File: src/rtl/mac_feeder_pkg.sv
// rtl/mac_feeder_pkg.sv - shared types for the MAC operand feeder
package mac_feeder_pkg;

  // Widest operand a FIFO entry can carry; IN_WIDTH of the feeder must not exceed this.
  localparam int unsigned MAX_IN_WIDTH = 32;

  typedef enum logic [1:0] {
    ST_IDLE  = 2'd0,
    ST_CLEAR = 2'd1,
    ST_RUN   = 2'd2,
    ST_DONE  = 2'd3
  } feeder_state_t;

  // One buffered term of a dot product. Operands are zero-extended into the
  // fixed-width fields; unused upper bits are constant and trim away.
  typedef struct packed {
    logic [MAX_IN_WIDTH-1:0] a;
    logic [MAX_IN_WIDTH-1:0] b;
    logic                    last;
  } fifo_entry_t;

endpackage

File: src/rtl/op_fifo.sv
// rtl/op_fifo.sv - operand-pair FIFO with full/empty flags and show-ahead head
module op_fifo #(
  parameter int WIDTH = 65,
  parameter int DEPTH = 4
) (
  input  logic             clk,
  input  logic             rst,
  input  logic             push,
  input  logic [WIDTH-1:0] wdata,
  input  logic             pop,
  output logic [WIDTH-1:0] rdata,
  output logic             full,
  output logic             empty
);

  localparam int AW = $clog2(DEPTH);
  localparam int PW = AW + 1;

  logic [WIDTH-1:0] mem_q [DEPTH];
  logic [PW-1:0]    wptr_q, wptr_d;
  logic [PW-1:0]    rptr_q, rptr_d;
  logic             do_push, do_pop;

  // The extra pointer bit distinguishes full from empty when the indices match.
  assign full    = (wptr_q[AW] != rptr_q[AW]) && (wptr_q[AW-1:0] == rptr_q[AW-1:0]);
  assign empty   = (wptr_q == rptr_q);
  assign rdata   = mem_q[rptr_q[AW-1:0]];
  assign do_push = push && !full;
  assign do_pop  = pop && !empty;

  // Advance pointers on accepted push/pop; they wrap naturally modulo 2*DEPTH.
  always_comb begin
    wptr_d = wptr_q;
    rptr_d = rptr_q;
    if (do_push) wptr_d = wptr_q + PW'(1);
    if (do_pop)  rptr_d = rptr_q + PW'(1);
  end

  // Pointer registers; reset empties the FIFO.
  always_ff @(posedge clk or negedge rst) begin
    if (!rst) begin
      wptr_q <= '0;
      rptr_q <= '0;
    end else begin
      wptr_q <= wptr_d;
      rptr_q <= rptr_d;
    end
  end

  // Storage array; contents are only meaningful between the pointers, so no reset.
  always_ff @(posedge clk) begin
    if (do_push) mem_q[wptr_q[AW-1:0]] <= wdata;
  end

endmodule

File: src/rtl/mac_feeder.sv
// rtl/mac_feeder.sv - buffers operand pairs and sequences clear/accumulate/done for a MAC
module mac_feeder #(
  parameter int IN_WIDTH  = 8,
  parameter int DEPTH     = 4,
  parameter int CNT_WIDTH = 8
) (
  input  logic                 clk,
  input  logic                 rst,
  input  logic                 in_valid,
  output logic                 in_ready,
  input  logic [IN_WIDTH-1:0]  in_a,
  input  logic [IN_WIDTH-1:0]  in_b,
  input  logic                 in_last,
  input  logic                 stall,
  output logic                 mac_clr,
  output logic                 mac_en,
  output logic [IN_WIDTH-1:0]  mac_a,
  output logic [IN_WIDTH-1:0]  mac_b,
  output logic                 done,
  output logic [CNT_WIDTH-1:0] beat_count
);

  import mac_feeder_pkg::*;

  feeder_state_t        state_q, state_d;
  logic [CNT_WIDTH-1:0] beat_q, beat_d;
  fifo_entry_t          wr_entry, head;
  logic                 fifo_full, fifo_empty, pop;

  // Pack the incoming pair into the shared entry layout.
  always_comb begin
    wr_entry      = '0;
    wr_entry.a    = MAX_IN_WIDTH'(in_a);
    wr_entry.b    = MAX_IN_WIDTH'(in_b);
    wr_entry.last = in_last;
  end

  op_fifo #(
    .WIDTH ($bits(fifo_entry_t)),
    .DEPTH (DEPTH)
  ) u_fifo (
    .clk   (clk),
    .rst   (rst),
    .push  (in_valid),
    .wdata (wr_entry),
    .pop   (pop),
    .rdata (head),
    .full  (fifo_full),
    .empty (fifo_empty)
  );

  assign in_ready   = !fifo_full;
  assign beat_count = beat_q;

  // Next-state and output decode; the three strobes come from distinct states so never overlap.
  always_comb begin
    state_d = state_q;
    beat_d  = beat_q;
    mac_clr = 1'b0;
    mac_en  = 1'b0;
    done    = 1'b0;
    pop     = 1'b0;
    mac_a   = '0;
    mac_b   = '0;
    unique case (state_q)
      ST_IDLE: begin
        if (!fifo_empty) state_d = ST_CLEAR;
      end
      ST_CLEAR: begin
        mac_clr = 1'b1;
        beat_d  = '0;
        state_d = ST_RUN;
      end
      ST_RUN: begin
        if (!fifo_empty && !stall) begin
          mac_en = 1'b1;
          pop    = 1'b1;
          mac_a  = IN_WIDTH'(head.a);
          mac_b  = IN_WIDTH'(head.b);
          if (beat_q != {CNT_WIDTH{1'b1}}) beat_d = beat_q + CNT_WIDTH'(1);
          if (head.last) state_d = ST_DONE;
        end
      end
      ST_DONE: begin
        done    = 1'b1;
        state_d = ST_IDLE;
      end
      default: state_d = ST_IDLE;
    endcase
  end

  // State and beat counter registers.
  always_ff @(posedge clk or negedge rst) begin
    if (!rst) begin
      state_q <= ST_IDLE;
      beat_q  <= '0;
    end else begin
      state_q <= state_d;
      beat_q  <= beat_d;
    end
  end

endmodule

File: config.mk
export PLATFORM = sky130hd
export DESIGN_NAME = mac_feeder
export DESIGN_NICKNAME = d
export VERILOG_FILES = /design/src/rtl/mac_feeder_pkg.sv /design/src/rtl/op_fifo.sv /design/src/rtl/mac_feeder.sv
export SDC_FILE = /design/constraint.sdc
export NUM_CORES = 1
export LEC_CHECK = 0
export BUFFER_PORTS_ARGS = -buffer_cell sky130_fd_sc_hd__buf_2
export CORE_MARGIN = 8
export CORE_UTILIZATION = 57
export CTS_CLUSTER_SIZE = 12
export DETAILED_ROUTE_END_ITERATION = 12
export GPL_TIMING_DRIVEN = 0
export MAX_ROUTING_LAYER = met4
export PLACE_DENSITY = 0.85
export SYNTH_ARGS = -nofsm -noshare
export SYNTH_HDL_FRONTEND = slang
export SYNTH_SLANG_ARGS = --single-unit
File: constraint.sdc
create_clock -name clk -period 2.45 [get_ports clk]
set_input_delay 0.1225 -clock clk [delete_from_list [all_inputs] [get_ports clk]]
set_output_delay 0.1225 -clock clk [all_outputs]
set_load 0.01 [all_outputs]
==> metrics.cfg, run 1 <==
[run_status]
status=finished, final reports clean

[timing]
setup_tns_ns=0
drv_slew=0
post-route-period-util_pct=94.33
rsz0062_at_grt=no
hold_slack_ns=0.1444
tightest_slew_ns=0.5223
fmax_mhz=432.7
clock_skew_ns=0.01612
finalHoldViolations=0
fin_crit_ns=2.311
finalSetupViolations=0
max_slew_margin_pct=65.18

[power]
pwr-share-comb_pct=36.9
swShare_pct=35.47
irDropWorstVdd_mv=0.7390
power_switching_mw=1.707
internal-power_mw=3.105
powerDensity_nw_per_um2=1104
p_clk_share_pct=19.0
leakage_nw=1.627
seqPwrFrac_pct=44.1

[yosys]
syn_area_per_cell_um2=16.49
synth_ff_type=edfxtp_1
ys_warn_count=0
synth_edf_count=68
synth_fp_nets=253
netlist_instances=222
synth_cell_types=44
ys_ff_latch=84
async_flop_share_pct=19.05
seq_area_frac_synth_pct=66.74
netlist_area_um2=3660

[min_path]
hold_path.class=input pin to flop
min_to=beat_count[5]
whs_path_depth=4
hold_start=stall

[clocking]
cts.sinks=84
cts_tree=done
cts_max_level=3
insertion_delay_ns=0.36
cts_made_buffers=9
path_clk_slew_ns=0.09
post_cts_buffers=0
cts_buffer_depth=2
ctsRootBufferMaster=clkbuf_8

[worst_setup_path]
cp-start-kind=flop
critPathRequiredTime_ns=2.33
timing.critical_path.slowest_stage_cell=mux4_2
r2r_slack_ns=0.37
cp_slowest_stage_delay_ns=0.54
r2r_start=u_fifo.wptr_q[0]
path_buf_inv=3
rr_endpoint=u_fifo.mem_q[3][14]
path_delay_family=buffers and inverters
cp_cell_sequence=buf_6 > buf_2 > mux4_2 > nor2b_1 > buf_2
reg2regPathDepth=3
crit_type=flop to output pin
cp.arrival_ns=2.19
crit_fanout=10
crit_path_frequent_cell=buf_2
critPathCaptureType=output pin

[global_route]
grtUsageTotal_pct=17.54
grt_max_degree=20
grt_first_pass_wirelength_um=11560
grt-ovfl-total=0
first_global_vias=2327
grt_antenna_before_repair=0

[routing]
drtIter0Drc=110
via_count=2210
firstDrtPassIters=5
ant_nets=0
finalWirelength_um=7108
wl_per_cell_um=18.75
vias_per_cell=5.831
drc=0

[die]
dieArea_um2=9241
io_pins=49
die-width_um=96.13
core_um2=6277
core.rowCount=29
initial_utilization_pct=58.30
die_h_um=96.13

[placed_design]
dp_hpwl_um=4638
place.gp.congestion=0.8100
dp_cells=347
io_buffers=48

[finish]
area_delta_synth_final_pct=19.04
diodes=0
fin_nets=328
finalNonFillerCells=379
layout-drive-gt1-share_pct=31.79

[flow_run]
max_cap_violations=0

[timing repair]
action	in CTS	in global routing
gates resized for setup	0	4
setup endpoints to repair	1	71
hold endpoints to repair	84	0
hold buffers	18	0
[Yosys cell counts (4+ instances only)]
library cell  count  area [µm²]
a31oi_1           4       25.02
and2_1            5       31.28
dfrtp_1          16       400.4
edfxtp_1         68        2042
ha_1             10       125.1
inv_1             8       30.03
mux4_2           17       382.9
nand2_1          13       48.80
nand3_1           7       35.03
nor2_1            6       22.52
nor2b_1          17       106.4
xnor2_1           6       52.55
[cell families (layout without fill, tap and decap cells)]
group,count (synthesis),in the layout,share of synthesized area [%]
compound gates,25,25,5.675
xor+xnor,10,10,2.803
fa+ha+maj,10,10,3.419
buf+inv,17,97,2.085
flops,84,84,66.73
mux,18,18,10.77
simple gates,58,58,8.513
[how the worst max path moves through the flow]
stage	start	to	slack [ns]	cells past startpoint
5_1_grt	u_fifo.rptr_q[0]	mac_b[4]	0.01	5
2_1_floorplan	u_fifo.rptr_q[2]	u_fifo.mem_q[3][0]	0.55	3
3_3_place_gp	u_fifo.rptr_q[2]	u_fifo.mem_q[3][5]	0.13	3
4_1_cts	u_fifo.wptr_q[0]	u_fifo.mem_q[3][10]	0.06	3
3_5_place_dp	u_fifo.wptr_q[0]	u_fifo.mem_q[3][5]	0.11	3
6_report	u_fifo.rptr_q[0]	mac_b[0]	0.14	5
[cell usage in the layout (no fill, tap or decap), types with 3 or more instances in the layout]
master         count
nor2_1             6
nand2_1           13
xnor2_1            6
o211ai_1           3
clkinvlp_4         4
nand3_1            7
and2_2             4
nor2b_1           17
a31oi_1            4
edfxtp_1          68
dlygate4sd3_1     18
buf_2             51
inv_1              8
mux4_2            17
o21ai_0            3
clkbuf_8           9
ha_1              10
dfrtp_1           16
nand4_1            3
[area by class of cell]
class	count	area, µm²
fillers	415	1921
inverters	9	33.78
flip-flops and latches	84	2442
well taps	77	96.34
plain buffers	6	35.03
multi-input cells	121	1146
clock buffers	9	123.9
repair buffers	66	420.4
clock inverters	7	58.81
[stage by stage]
step                setup WS (ns)  cell area [µm²]  util, %  power [mW]
global route              0.01229             4357    69.40       5.123
finish                     0.1390             4357    69.40       4.812
global placement           0.1269             3996    63.66       3.865
floorplan                  0.5513             3660        -       3.423
CTS                       0.06386             4355    69.38       4.851
detailed placement         0.1081             3996    63.66       3.929
[power by group through the flow]
stage               Clock, mW  Combinational (mW)  Sequential, mW
finish                  0.912                1.78            2.12
global route            0.989                1.97            2.16
CTS                     0.926                1.79            2.13
detailed placement          0                1.77            2.16
global placement            0                1.73            2.13
floorplan                   0                1.31            2.11
[sequential cells by signal, indices dropped and copies added, names as in the netlist]
register       count
state_q            2
beat_count         8
u_fifo.mem_q      68
u_fifo.wptr_q      3
u_fifo.rptr_q      3
[per-layer routing]
metal	up-vias	global-route usage, %	wire length (µm)
met2	69	29.57	3813
met5	-	-	0
li1	1012	-	-
met1	1118	19.16	2802
met4	0	7.042	77
met3	11	4.914	415
[tightest hold or removal path, stage by stage]
cell and delay [ns]:
buf_2 0.10, a31oi_2 0.08, nand4_1 0.08, o211ai_1 0.08
Power figures use the tool's default switching activity.
==> run 2: changes to the inputs <==
Settings changed: ABC_CLOCK_PERIOD_IN_PS set to 2450, RECOVER_POWER set to 100.
==> run 2 against run 1 <==
Net effect:
- setup slack better by 0.0057 ns
- count of clock-buffer cells in the layout unchanged
- largest cell class unchanged
- non-clock buffer count unchanged
- sequential share of layout area up 0.85 points
- register-to-register slack worse by 0.09 ns
- highest routed layer unchanged
- design area down 1.5%
- total power down 1.0%
- critical path type unchanged
- clock power up 0.8%
- fmax up 0.25%
- critical endpoint is now mac_b[4]
==> metrics.cfg, run 2 (same netlist as run 1, synthesis figures left out) <==
[run_status]
status=finished, final reports clean  ; unchanged

[power]
internal-power_mw=3.069  ; was 3.105 mW
seqPwrFrac_pct=44.5  ; was 44.1%
swShare_pct=35.54  ; was 35.47%
powerDensity_nw_per_um2=1109  ; was 1104 nW/µm²
p_clk_share_pct=19.3  ; was 19.0%
leakage_nw=1.500  ; was 1.627 nW
power_switching_mw=1.692  ; was 1.707 mW
pwr-share-comb_pct=36.2  ; was 36.9%
irDropWorstVdd_mv=0.7326  ; was 0.7390 mV

[worst_setup_path]
crit_fanout=10  ; unchanged
cp-start-kind=flop  ; unchanged
crit_path_frequent_cell=buf_2  ; unchanged
crit_type=flop to output pin  ; unchanged
critPathRequiredTime_ns=2.33  ; about the same
critPathCaptureType=output pin  ; unchanged
cp_cell_sequence=buf_6 > buf_2 > mux4_2 > nor2b_1 > buf_2  ; unchanged
timing.critical_path.slowest_stage_cell=mux4_2  ; unchanged
cp_slowest_stage_delay_ns=0.56  ; was 0.54 ns
path_delay_family=buffers and inverters  ; unchanged
path_buf_inv=3  ; unchanged
cp.arrival_ns=2.18  ; was 2.19 ns

[routing]
ant_nets=0  ; unchanged
drtIter0Drc=90  ; was 110
finalWirelength_um=7149  ; was 7108 µm
wl_per_cell_um=18.86  ; was 18.75 µm
drc=0  ; unchanged
firstDrtPassIters=4  ; was 5
vias_per_cell=5.863  ; was 5.831
via_count=2222  ; was 2210

[clocking]
cts_max_level=3  ; unchanged
insertion_delay_ns=0.36  ; about the same
path_clk_slew_ns=0.09  ; about the same
cts_tree=done  ; unchanged
cts_buffer_depth=2  ; unchanged
ctsRootBufferMaster=clkbuf_8  ; unchanged
post_cts_buffers=0  ; unchanged
cts.sinks=84  ; unchanged
cts_made_buffers=9  ; unchanged

[finish]
layout_commonest_cell=edfxtp_1  ; unchanged
finalNonFillerCells=379  ; unchanged
fillers=447  ; was 415
area_delta_synth_final_pct=17.27  ; was 19.04%
largest_register_ffs=68  ; unchanged
fin_nets=328  ; unchanged
diodes=0  ; unchanged
layout-drive-gt1-share_pct=19.21  ; was 31.79%
layout_common_cells=edfxtp_1 (68), clkbuf_1 (35), dlygate4sd3_1 (18), mux4_2 (17), nor2b_1 (17)  ; was edfxtp_1 (68), buf_2 (51), dlygate4sd3_1 (18), mux4_2 (17), nor2b_1 (17)

[placed_design]
io_buffers=48  ; unchanged
place.gp.congestion=0.8100  ; unchanged
dpl_worst_slack_ns=0.1081  ; unchanged
dp_cells=347  ; unchanged
dp_hpwl_um=4638  ; unchanged

[global_route]
grt_antenna_before_repair=0  ; unchanged
grt_first_pass_wirelength_um=11560  ; unchanged
grt_max_degree=20  ; unchanged
first_global_vias=2327  ; unchanged
grt-ovfl-total=0  ; unchanged
grtUsageTotal_pct=17.54  ; unchanged

[die]
die-width_um=96.13  ; unchanged
core.rowCount=29  ; unchanged
core_um2=6277  ; unchanged
io_pins=49  ; unchanged
initial_utilization_pct=58.30  ; unchanged
dieArea_um2=9241  ; unchanged
die_h_um=96.13  ; unchanged

[timing]
setup_tns_ns=0  ; unchanged
finalSetupViolations=0  ; unchanged
clock_skew_ns=0.01525  ; was 0.01612 ns
tightest_slew_ns=0.9442  ; was 0.5223 ns
post-route-period-util_pct=94.09  ; was 94.33%
fmax_mhz=433.8  ; was 432.7 MHz
fin_ws_ns=0.1447  ; was 0.1390 ns
rsz0062_at_grt=no  ; unchanged
fin_crit_ns=2.305  ; was 2.311 ns
drv_slew=0  ; unchanged
finalHoldViolations=0  ; unchanged
max_slew_margin_pct=37.05  ; was 65.18%

[flow_run]
max_cap_violations=0  ; unchanged

[min_path]
hold_path.class=input pin to flop  ; unchanged

run 2: changes by cell type in the layout (fill, tap and decap cells not counted):
cell and delta:
xor2_2 -1, buf_2 -44, xor2_1 +1, clkbuf_1 +35
a31oi_2 -1, o311ai_0 +1, clkbuf_2 +9, o311ai_2 -1
a31oi_1 +1
run 2: tightest hold or removal path, cell delays in order:
cell     delay [ns]
buf_2          0.10
o31a_1         0.15
xnor2_1        0.14
run 2: area by class of cell:
cell class	count	area [µm²]	area share, %
Buffer	6	35.03	0.8163
Clock buffer	9	123.9	2.886
Clock inverter	7	58.81	1.370
Inverter	9	33.78	0.7872
Multi-Input combinational cell	121	1125	26.21
Sequential cell	84	2442	56.91
Tap cell	77	96.34	2.245
Timing Repair Buffer	66	376.6	8.775
run 2: path summary, 6_finish.rpt:
kind | startpoint | end | slack (ns) | cells past startpoint
worst max-delay path | u_fifo.rptr_q[0] | mac_b[4] | 0.14 | 5
min in group asynchronous | rst | beat_count[1] | 0.42 | 2
worst min register to register | u_fifo.wptr_q[2] | u_fifo.wptr_q[2] | 0.54 | 1
worst min-delay path | in_valid | u_fifo.wptr_q[0] | 0.19 | 3
max in group asynchronous | rst | u_fifo.wptr_q[2] | 1.45 | 2
worst max register to register | u_fifo.rptr_q[1] | u_fifo.rptr_q[2] | 0.28 | 5
run 2: what timing repair did:
| item | in CTS | in global routing |
|---|---|---|
| pin swaps | 0 | 0 |
| endpoints found under the setup margin | 1 | 71 |
| hold buffers | 18 | 0 |
| resized for setup | 0 | 4 |
| hold endpoints to repair | 84 | 0 |
run 2: power groups by stage:
stage	combinational [mW]	clock [mW]	sequential, mW
3_3_place_gp	1.73	0	2.13
2_1_floorplan	1.31	0	2.11
6_report	1.72	0.919	2.12
3_5_place_dp	1.77	0	2.16
4_1_cts	1.79	0.926	2.13
5_1_grt	1.92	0.989	2.16
run 2: stage by stage:
step | utilization (%) | power, mW | area (µm²) | hold WS [ns]
6_report | 68.37 | 4.761 | 4292 | 0.1890
5_1_grt | 68.37 | 5.065 | 4292 | 0.2023
4_1_cts | 69.38 | 4.851 | 4355 | 0.1322
3_5_place_dp | 63.66 | 3.929 | 3996 | 0.06900
3_3_place_gp | 63.66 | 3.865 | 3996 | 0.06220
2_1_floorplan | - | 3.423 | 3660 | -0.1731
run 2: routing by layer:
| layer | GRT usage (%) | wire [µm] | vias to the layer above |
|---|---|---|---|
| li1 | - | - | 1013 |
| met1 | 19.16 | 2747 | 1116 |
| met2 | 29.57 | 3807 | 80 |
| met3 | 4.914 | 505 | 13 |
| met4 | 7.042 | 87 | 0 |
| met5 | - | 0 | - |
